<file path="src/rtl/shiftreg_pkg.sv">
// Shared constants for the LED pattern shifter: mode encodings and ping-pong direction.
package shiftreg_pkg;

  localparam logic [1:0] MODE_ROL   = 2'b00;
  localparam logic [1:0] MODE_ROR   = 2'b01;
  localparam logic [1:0] MODE_PONG  = 2'b10;
  localparam logic [1:0] MODE_FLASH = 2'b11;

  localparam logic DIR_UP   = 1'b0;
  localparam logic DIR_DOWN = 1'b1;

  typedef enum logic {
    ST_UP   = DIR_UP,
    ST_DOWN = DIR_DOWN
  } pong_state_e;

endpackage

</file>
<file path="src/rtl/shiftreg_pattern_rate_tick.sv">
// Rate generator: selectable-limit counter that pulses tick once per lim+1 enabled cycles.
module rate_tick #(
  parameter int                    NB_COUNTER = 8,
  parameter logic [NB_COUNTER-1:0] R0         = 8'd15,
  parameter logic [NB_COUNTER-1:0] R1         = 8'd31,
  parameter logic [NB_COUNTER-1:0] R2         = 8'd63,
  parameter logic [NB_COUNTER-1:0] R3         = 8'd127
) (
  input  logic       clock,
  input  logic       i_reset,
  input  logic       i_enable,
  input  logic [1:0] i_rate,
  output logic       o_tick
);

  logic [NB_COUNTER-1:0] cnt_q, cnt_d;
  logic [NB_COUNTER-1:0] lim;

  always_comb begin
    lim = R0;
    case (i_rate)
      2'b00:   lim = R0;
      2'b01:   lim = R1;
      2'b10:   lim = R2;
      default: lim = R3;
    endcase
  end

  // ">=" lets a lowered limit fire immediately instead of wrapping the counter.
  assign o_tick = i_enable && (cnt_q >= lim);

  always_comb begin
    cnt_d = cnt_q;
    if (o_tick)
      cnt_d = '0;
    else if (i_enable)
      cnt_d = cnt_q + NB_COUNTER'(1);
  end

  always_ff @(posedge clock) begin
    if (!i_reset)
      cnt_q <= '0;
    else
      cnt_q <= cnt_d;
  end

endmodule

</file>
<file path="src/rtl/shiftreg_pattern.sv">
// LED pattern shifter: rotate left/right, ping-pong and flash modes advanced by a selectable rate tick.
module shiftreg_pattern
  import shiftreg_pkg::*;
#(
  parameter int                    NB_LEDS    = 4,
  parameter int                    NB_COUNTER = 8,
  parameter logic [NB_COUNTER-1:0] R0         = 8'd15,
  parameter logic [NB_COUNTER-1:0] R1         = 8'd31,
  parameter logic [NB_COUNTER-1:0] R2         = 8'd63,
  parameter logic [NB_COUNTER-1:0] R3         = 8'd127
) (
  input  logic               clock,
  input  logic               i_reset,
  input  logic [2:0]         i_sw,
  input  logic [1:0]         i_mode,
  output logic [NB_LEDS-1:0] o_led,
  output logic               o_valid,
  output logic               o_dir
);

  logic               tick;
  logic               flash_exit;
  logic [NB_LEDS-1:0] led_q, led_d;
  logic               valid_q, valid_d;
  logic               phase_q, phase_d;
  logic               prev_flash_q, prev_flash_d;
  pong_state_e        state_q, state_d;

  rate_tick #(
    .NB_COUNTER (NB_COUNTER),
    .R0         (R0),
    .R1         (R1),
    .R2         (R2),
    .R3         (R3)
  ) u_rate_tick (
    .clock    (clock),
    .i_reset  (i_reset),
    .i_enable (i_sw[0]),
    .i_rate   (i_sw[2:1]),
    .o_tick   (tick)
  );

  // The first tick after flash reloads a clean one-hot pattern instead of updating it.
  assign flash_exit = (i_mode != MODE_FLASH) && prev_flash_q;

  always_ff @(posedge clock) begin
    if (!i_reset) begin
      state_q      <= ST_UP;
      led_q        <= NB_LEDS'(1);
      valid_q      <= 1'b0;
      phase_q      <= 1'b0;
      prev_flash_q <= 1'b0;
    end else begin
      state_q      <= state_d;
      led_q        <= led_d;
      valid_q      <= valid_d;
      phase_q      <= phase_d;
      prev_flash_q <= prev_flash_d;
    end
  end

  always_comb begin
    state_d = state_q;
    if (tick) begin
      if (flash_exit)
        state_d = ST_UP;
      else if (i_mode == MODE_PONG) begin
        case (state_q)
          ST_UP:   if (led_q[NB_LEDS-1]) state_d = ST_DOWN;
          ST_DOWN: if (led_q[0])         state_d = ST_UP;
          default: state_d = ST_UP;
        endcase
      end
    end
  end

  always_comb begin
    led_d        = led_q;
    phase_d      = phase_q;
    prev_flash_d = prev_flash_q;
    valid_d      = tick;
    if (tick) begin
      if (flash_exit) begin
        led_d        = NB_LEDS'(1);
        phase_d      = 1'b0;
        prev_flash_d = 1'b0;
      end else begin
        case (i_mode)
          MODE_ROL:  led_d = {led_q[NB_LEDS-2:0], led_q[NB_LEDS-1]};
          MODE_ROR:  led_d = {led_q[0], led_q[NB_LEDS-1:1]};
          MODE_PONG: led_d = (state_d == ST_DOWN) ? {1'b0, led_q[NB_LEDS-1:1]}
                                                  : {led_q[NB_LEDS-2:0], 1'b0};
          default: begin
            led_d        = phase_q ? '0 : '1;
            phase_d      = ~phase_q;
            prev_flash_d = 1'b1;
          end
        endcase
      end
    end
  end

  assign o_led   = led_q;
  assign o_valid = valid_q;
  assign o_dir   = (state_q == ST_DOWN);

endmodule

</file>
<file path="config.mk">
export PLATFORM = sky130hd
export DESIGN_NAME = shiftreg_pattern
export DESIGN_NICKNAME = d
export VERILOG_FILES = /design/src/rtl/shiftreg_pkg.sv /design/src/rtl/shiftreg_pattern_rate_tick.sv /design/src/rtl/shiftreg_pattern.sv
export SDC_FILE = /design/constraint.sdc
export NUM_CORES = 1
export LEC_CHECK = 0
export ABC_AREA = 1
export CELL_PAD_IN_SITES_DETAIL_PLACEMENT = 0
export CELL_PAD_IN_SITES_GLOBAL_PLACEMENT = 1
export CORE_MARGIN = 2
export CORE_UTILIZATION = 30
export CTS_BUF_LIST = sky130_fd_sc_hd__clkbuf_8
export CTS_CLUSTER_SIZE = 20
export DETAILED_ROUTE_END_ITERATION = 8
export PLACE_DENSITY = 0.61
export SYNTH_ARGS = -nofsm -noshare
export SYNTH_HDL_FRONTEND = slang
export SYNTH_SLANG_ARGS = --single-unit
export TNS_END_PERCENT = 1
</file>
<file path="constraint.sdc">
create_clock -name clock -period 2.45 [get_ports clock]
set_input_delay 0.735 -clock clock [delete_from_list [all_inputs] [get_ports clock]]
set_output_delay 0.735 -clock clock [all_outputs]
set_load 0.01 [all_outputs]
</file>
Word level (Yosys, flattened, before mapping)
Index checks and enable logic that the tools add are counted.

Word-level logic and storage cells: 39. Flip-flop bits (word level): 16.

Mux-type cells: 15. $lt $le $gt $ge: 1. Reductions and logical operators: 7. Eq/ne operators: 6. Add/subtract/negate cells: 1. Bitwise operators: 3.

Operator list (count): $pmux 7 s3 (1); $mux 4 (3); $pmux 4 s3 (1); $mux 1 (9); $add 8x1->8 const B (1); $ge 8x7->1 (1); $eq 2x1->1 const B (2); $eq 2x2->1 const B (2); $logic_not 2->1 (2); $not 1->1 (3); $reduce_or 3->1 (1); $logic_and 1x1->1 (2); $ne 2x1->1 const B (1); $ne 2x2->1 const B (1); $pmux 1 s2 (1); $reduce_and 2->1 (1); $reduce_or 2->1 (1).

Longest topological paths before layout
Depth in word-level cells: 8. Depth in mapped cells: 15. Mapped depth without buffers: 15.

By module
Synthesis repeated with hierarchy kept, for this count alone.

Cell total of the unflattened synthesis: 130. Area, all modules: 938.4 um^2.

By module, submodules not included: rate_tick (cells each 67, area each 505.5 um^2, sequential area each 160.2 um^2, times used 1); shiftreg_pattern (cells each 63, area each 432.9 um^2, sequential area each 160.2 um^2, times used 1).

Worst setup path after synthesis
OpenSTA, ideal clock, no wires.

Path kind: input to register. Start point: in i_sw[2]. End point: reg led_q[2] (netlist: o_led[2]). Path slack: 0.502 ns. Cell stages on the path: 14. Data required time: 2.329 ns. Arrival: 1.827 ns. Path buffers: 0. Cell sequence: inv_1 ha_1 nand2_1 nand2_1 a21oi_2 nand2_2 nand2_4 nand2_4 nand2_2 nand2_1 nand3_1 nand2_1 nand2_1 o21ai_0.

Longest elaborated chain between the ends: 8. Elaborated cells on any way between the ends: 10.

RTL lines: from (decl) (RTL line shiftreg_pattern.sv:14) `input logic [2:0] i_sw,`; $eq 2x2->1, or another cell as far along (RTL line shiftreg_pattern_rate_tick.sv:21) `case (i_rate)`; $pmux 7 s3 (*) (RTL line shiftreg_pattern_rate_tick.sv:21); $ge 8x7->1 (*) (RTL line shiftreg_pattern_rate_tick.sv:30) `assign o_tick = i_enable && (cnt_q >= lim);`; $logic_and 1x1->1 (*) (RTL line shiftreg_pattern_rate_tick.sv:30); $mux 1 (RTL line shiftreg_pattern.sv:64) `if (tick) begin`; $mux 4 (RTL line shiftreg_pattern.sv:91) `MODE_PONG: led_d = (state_d == ST_DOWN) ? {1'b0, led_q[NB_LEDS-1:1]}`; $pmux 4 s3 (RTL line shiftreg_pattern.sv:88) `case (i_mode)`; $mux 4 (RTL line shiftreg_pattern.sv:83) `if (flash_exit) begin`; to (signal assigned) (RTL line shiftreg_pattern.sv:55) `led_q <= led_d;`; to (decl) (RTL line shiftreg_pattern.sv:23) `logic [NB_LEDS-1:0] led_q, led_d;`.

Mark *: on every way between the ends. The rest lies on a longest branch, timed or not. A chain may end at the register's enable or synchronous reset.

Worst setup path in the final report
Start point: in i_mode[0]. End point: reg led_q[1] (netlist: o_led[1]).

Longest elaborated chain between the ends: 7. Elaborated cells on any way between the ends: 11.

RTL lines: from (decl) (RTL line shiftreg_pattern.sv:15) `input logic [1:0] i_mode,`; $eq 2x2->1 / $ne 2x2->1 (equally long branches) (RTL line shiftreg_pattern.sv:67, shiftreg_pattern.sv:88, shiftreg_pattern.sv:44); $mux 1 / $logic_and 1x1->1 (equally long branches) (RTL line shiftreg_pattern.sv:67, shiftreg_pattern.sv:44); $mux 1 (RTL line shiftreg_pattern.sv:65) `if (flash_exit)`; $mux 1 (RTL line shiftreg_pattern.sv:64); $mux 4 (RTL line shiftreg_pattern.sv:91); $pmux 4 s3 (RTL line shiftreg_pattern.sv:88); $mux 4 (*) (RTL line shiftreg_pattern.sv:83).

Marked as above.

==> results.txt <==
Setup violations remaining at the end of the flow were counted as 0. For the largest buffer count on any clock path, the log shows 2. The tools report the category of the worst setup path capture point as a flip-flop. The number of distinct library cell variants in the gate-level netlist after synthesis was 28; the number of buffers inserted by port buffering was 12. For the slack of the worst reg-to-reg path, the log shows 730 ps. In this run the count of I/O pins placed on the die edge is 13. The sequential area share after synthesis was 0.342; the overall die width was 59.9 um. The worst setup path is launched from a primary input. Summed over all nets, the switching power comes to 0.123 mW. The worst slew slack as a fraction of its limit was 0.831; the clock share of power was 0.426. The measured slew at the worst slew-check pin came out at 253 ps. In this run the worst setup path terminates at o_led[1]$_SDFFE_PN0P_.

For the highest clock rate, the log shows 481 MHz. The area share of the largest cell type after synthesis was 0.342. The tools report the global router's overall resource usage as 0.133.

The area enclosed by the die boundary is 3590 um^2, and the relative contribution of sequential cells to total power is 0.481. The cell area that synthesis handed to floorplanning was 937 um^2. The power density over the cells is 449 nW/um^2. The floorplan step defined a core boundary enclosing 3000 um^2. The clock root buffer was clkbuf_8. The CTS buffer count was 3; the number of register bits inferred by synthesis was 16. Setup repair after global routing left no endpoint under its margin.

After detailed routing, the number of remaining DRC violations is 0. The data arrival time of the critical path is 2220 ps. The first-iteration detailed-routing DRC count is 24. The worst register-to-register path has a depth of 13. The synthesized design contains 0 enable-type register cells. The sink count of the clock tree was 16. The repair_antennas step left the layout with diodes totalling 0. The starting utilization of the core area is 0.312, and the initial antenna violation count is 0.

The run gives 2040 um as the final wirelength. Counting I/O delays and the setup requirement, the final critical path takes 2080 ps. Most repeated cell in the gate-level netlist after synthesis: nand2_1. The H-tree depth is 1. For this run the aggregate overflow at the end of global routing stands at 0. The net count of the mapped netlist is 142, and the y dimension of the die is 59.9 um. The net count of the finished layout is 165. The flow ran to the end, and the final reports show no timing, DRC or antenna violations.

The cell-internal power is 0.429 mW. Buffers inserted to repair hold after CTS numbered 0. Max-cap violations in this run came to 0. Entering global routing, the biggest net connects 13 pins. The congestion estimate from routability-driven global placement came to 0.835. The largest fanout of any net on the critical path is 6. In the synthesized netlist, the cells that appear most often are nand2_1, dfxtp_1, nor2_1, inv_1, nand3_1.

The tools report the final core utilization as 0.410. The tools report the combinational power share as 0.093. Ratio of cells with drive above 1 in the final layout: 0.203. The logs give 0 for the total count of max-transition violations in the final report and 131 for the number of standard cells after synthesis. For the final setup slack of the worst path, the log shows 373 ps. Power comes to 0.552 mW. The analysis attributes to cell leakage a power of 0.554 nW. The beginning of the critical path was i_mode[0]. After detailed routing, the number of vias per cell comes to 4.56. The critical path is of the primary input to flip-flop type. TritonCTS built the clock tree.

Yosys printed 0 warnings. The run gives 20 as the row count. The first global-routing pass estimated 3630 um of wire. For the final hold violation count, the log shows 0. Largest area contributor in the netlist: dfxtp_1. Vias after detailed routing: 849. For the half-perimeter wire length after placement, the log shows 1630 um. The synthesized area per cell was 7.15 um^2. The async set or reset register ratio after synthesis was 0. The first detailed-routing pass ran for 4 iterations. OpenSTA, run right after detailed placement, puts the worst setup slack at -200 ps. Yosys attributes the largest share of cell area to dfxtp_1, nand2_1, nor2_1. For the number of global-route vias before repair, the log shows 831.

Between clock sinks in the finished design, the worst skew comes to 1.95 ps. The tools report the number of nets with antenna violations after routing as 0. The startpoint of the most critical register-to-register path is u_rate_tick.cnt_q[5]$_SDFFE_PP0P_. At the worst endpoint, the required time is 2600 ps. After detailed routing, the average wire length per cell comes to 11.0 um. The switching share of total power is 0.223, and the CTS clock-pin slew for the worst setup and hold paths is 70 ps. The tools report the later-pin clock latency in the skew report as 250 ps. The final worst-path cycle share is 0.848.

Dominant register cell in the synthesized netlist: dfxtp_1. VDD sags by at most 0.000206 V. In this run the worst hold path is classified as flip-flop to flip-flop. The area added between synthesis and finish was 31.2%. The terminus of the critical flop-to-flop path is o_led[2]$_SDFFE_PN0P_.
==> worst max-delay path: stages <==
cell and delay [ps]:
clkdlybuf4s50_1 480, inv_1 190, nand3_1 100, nand2_1 70, nand3_1 110, nand3_4 140
nand2_4 70, nand2_1 50, o21ai_1 60, nand2_1 50, nand2_1 50, nand2_1 70
nand2_1 50
==> kinds of logic after synthesis <==
group,after synthesis,share of synthesized area
buffers and inverters,20,0.0935
AO/OA/AOI/OAI,15,0.0988
adder cells (fa/ha/maj),4,0.0534
flip-flops,16,0.342
XOR/XNOR,5,0.0467
AND/OR/NAND/NOR,71,0.366
==> how the worst min path moves through the flow <==
| stage | from | endpoint | slack [ps] | cells after the start |
|---|---|---|---|---|
| finish | u_rate_tick.cnt_q[7]$_SDFFE_PP0P_ | u_rate_tick.cnt_q[7]$_SDFFE_PP0P_ | 480 | 2 |
| global route | u_rate_tick.cnt_q[7]$_SDFFE_PP0P_ | u_rate_tick.cnt_q[7]$_SDFFE_PP0P_ | 520 | 2 |
| CTS | u_rate_tick.cnt_q[7]$_SDFFE_PP0P_ | u_rate_tick.cnt_q[7]$_SDFFE_PP0P_ | 480 | 2 |
| detailed placement | u_rate_tick.cnt_q[7]$_SDFFE_PP0P_ | u_rate_tick.cnt_q[7]$_SDFFE_PP0P_ | 470 | 2 |
| global placement | u_rate_tick.cnt_q[7]$_SDFFE_PP0P_ | u_rate_tick.cnt_q[7]$_SDFFE_PP0P_ | 470 | 2 |
| floorplan | u_rate_tick.cnt_q[7]$_SDFFE_PP0P_ | u_rate_tick.cnt_q[7]$_SDFFE_PP0P_ | 440 | 2 |
==> registers in the layout (all words and copies together) (netlist names) <==
name               cells
o_valid                1
prev_flash_q           1
phase_q                1
u_rate_tick.cnt_q      8
o_led                  4
o_dir                  1
==> area by class of cell <==
class / instances / area, um^2
fillers: 338 / 1770
multi-input cells: 95 / 557
flip-flops and latches: 16 / 320
repair buffers: 21 / 193
inverters: 17 / 63.8
clock buffers: 4 / 55.1
well taps: 33 / 41.3
==> per-stage QoR <==
stage	hold WS [ps]	instance area (um^2)	TNS [ps]	std cells
detailed placement	468	1130	-1000	181
finish	480	1230	0	186
global placement	471	1130	-992	181
CTS	478	1190	0	185
global route	518	1230	0	186
floorplan	444	937	0	131
==> power groups by stage <==
stage	Clock, mW	Sequential, mW	Combinational [mW]
2_1_floorplan	0	0.271	0.0320
3_3_place_gp	0	0.271	0.0512
3_5_place_dp	0	0.271	0.0509
4_1_cts	0.245	0.265	0.0510
5_1_grt	0.263	0.266	0.0581
6_report	0.235	0.265	0.0515
==> routing by layer <==
| layer | vias to the layer above | wire (um) | global-route usage | part of all wire |
|---|---|---|---|---|
| met5 | - | 0 | 0 | 0 |
| met4 | 0 | 12 | 0.0381 | 0.0059 |
| met3 | 2 | 57 | 0.0260 | 0.028 |
| met2 | 11 | 881 | 0.193 | 0.43 |
| met1 | 375 | 1090 | 0.199 | 0.54 |
| li1 | 461 | - | - | - |
==> placed cells by master (no fill, tap or decap), types with 2 or more instances in the layout <==
| master | Yosys | final |
|---|---|---|
| dfxtp_1 | 16 | 16 |
| nand2_4 | 2 | 3 |
| o21ai_0 | 2 | 2 |
| a21oi_2 | 2 | 2 |
| nand4_1 | 3 | 3 |
| a21oi_1 | 6 | 6 |
| o21ai_1 | 2 | 2 |
| nor2_2 | 2 | 2 |
| nand2_1 | 31 | 30 |
| clkbuf_8 | 0 | 4 |
| ha_1 | 4 | 3 |
| xor2_1 | 3 | 3 |
| nand2_2 | 4 | 4 |
| nand3_1 | 8 | 8 |
| inv_2 | 2 | 2 |
| xnor2_1 | 2 | 2 |
| dlymetal6s2s_1 | 0 | 2 |
| buf_4 | 1 | 9 |
| nor2_1 | 16 | 16 |
| clkdlybuf4s50_1 | 0 | 10 |
| inv_1 | 15 | 15 |
==> what timing repair did <==
| action | in CTS | in global routing |
|---|---|---|
| hold endpoints to repair | 0 | 0 |
| gates resized for setup | 0 | 6 |
| buffers inserted | 0 | 1 |
| endpoints found under the setup margin | 0 | 4 |
No activity file was read; power rests on OpenSTA's default activity.
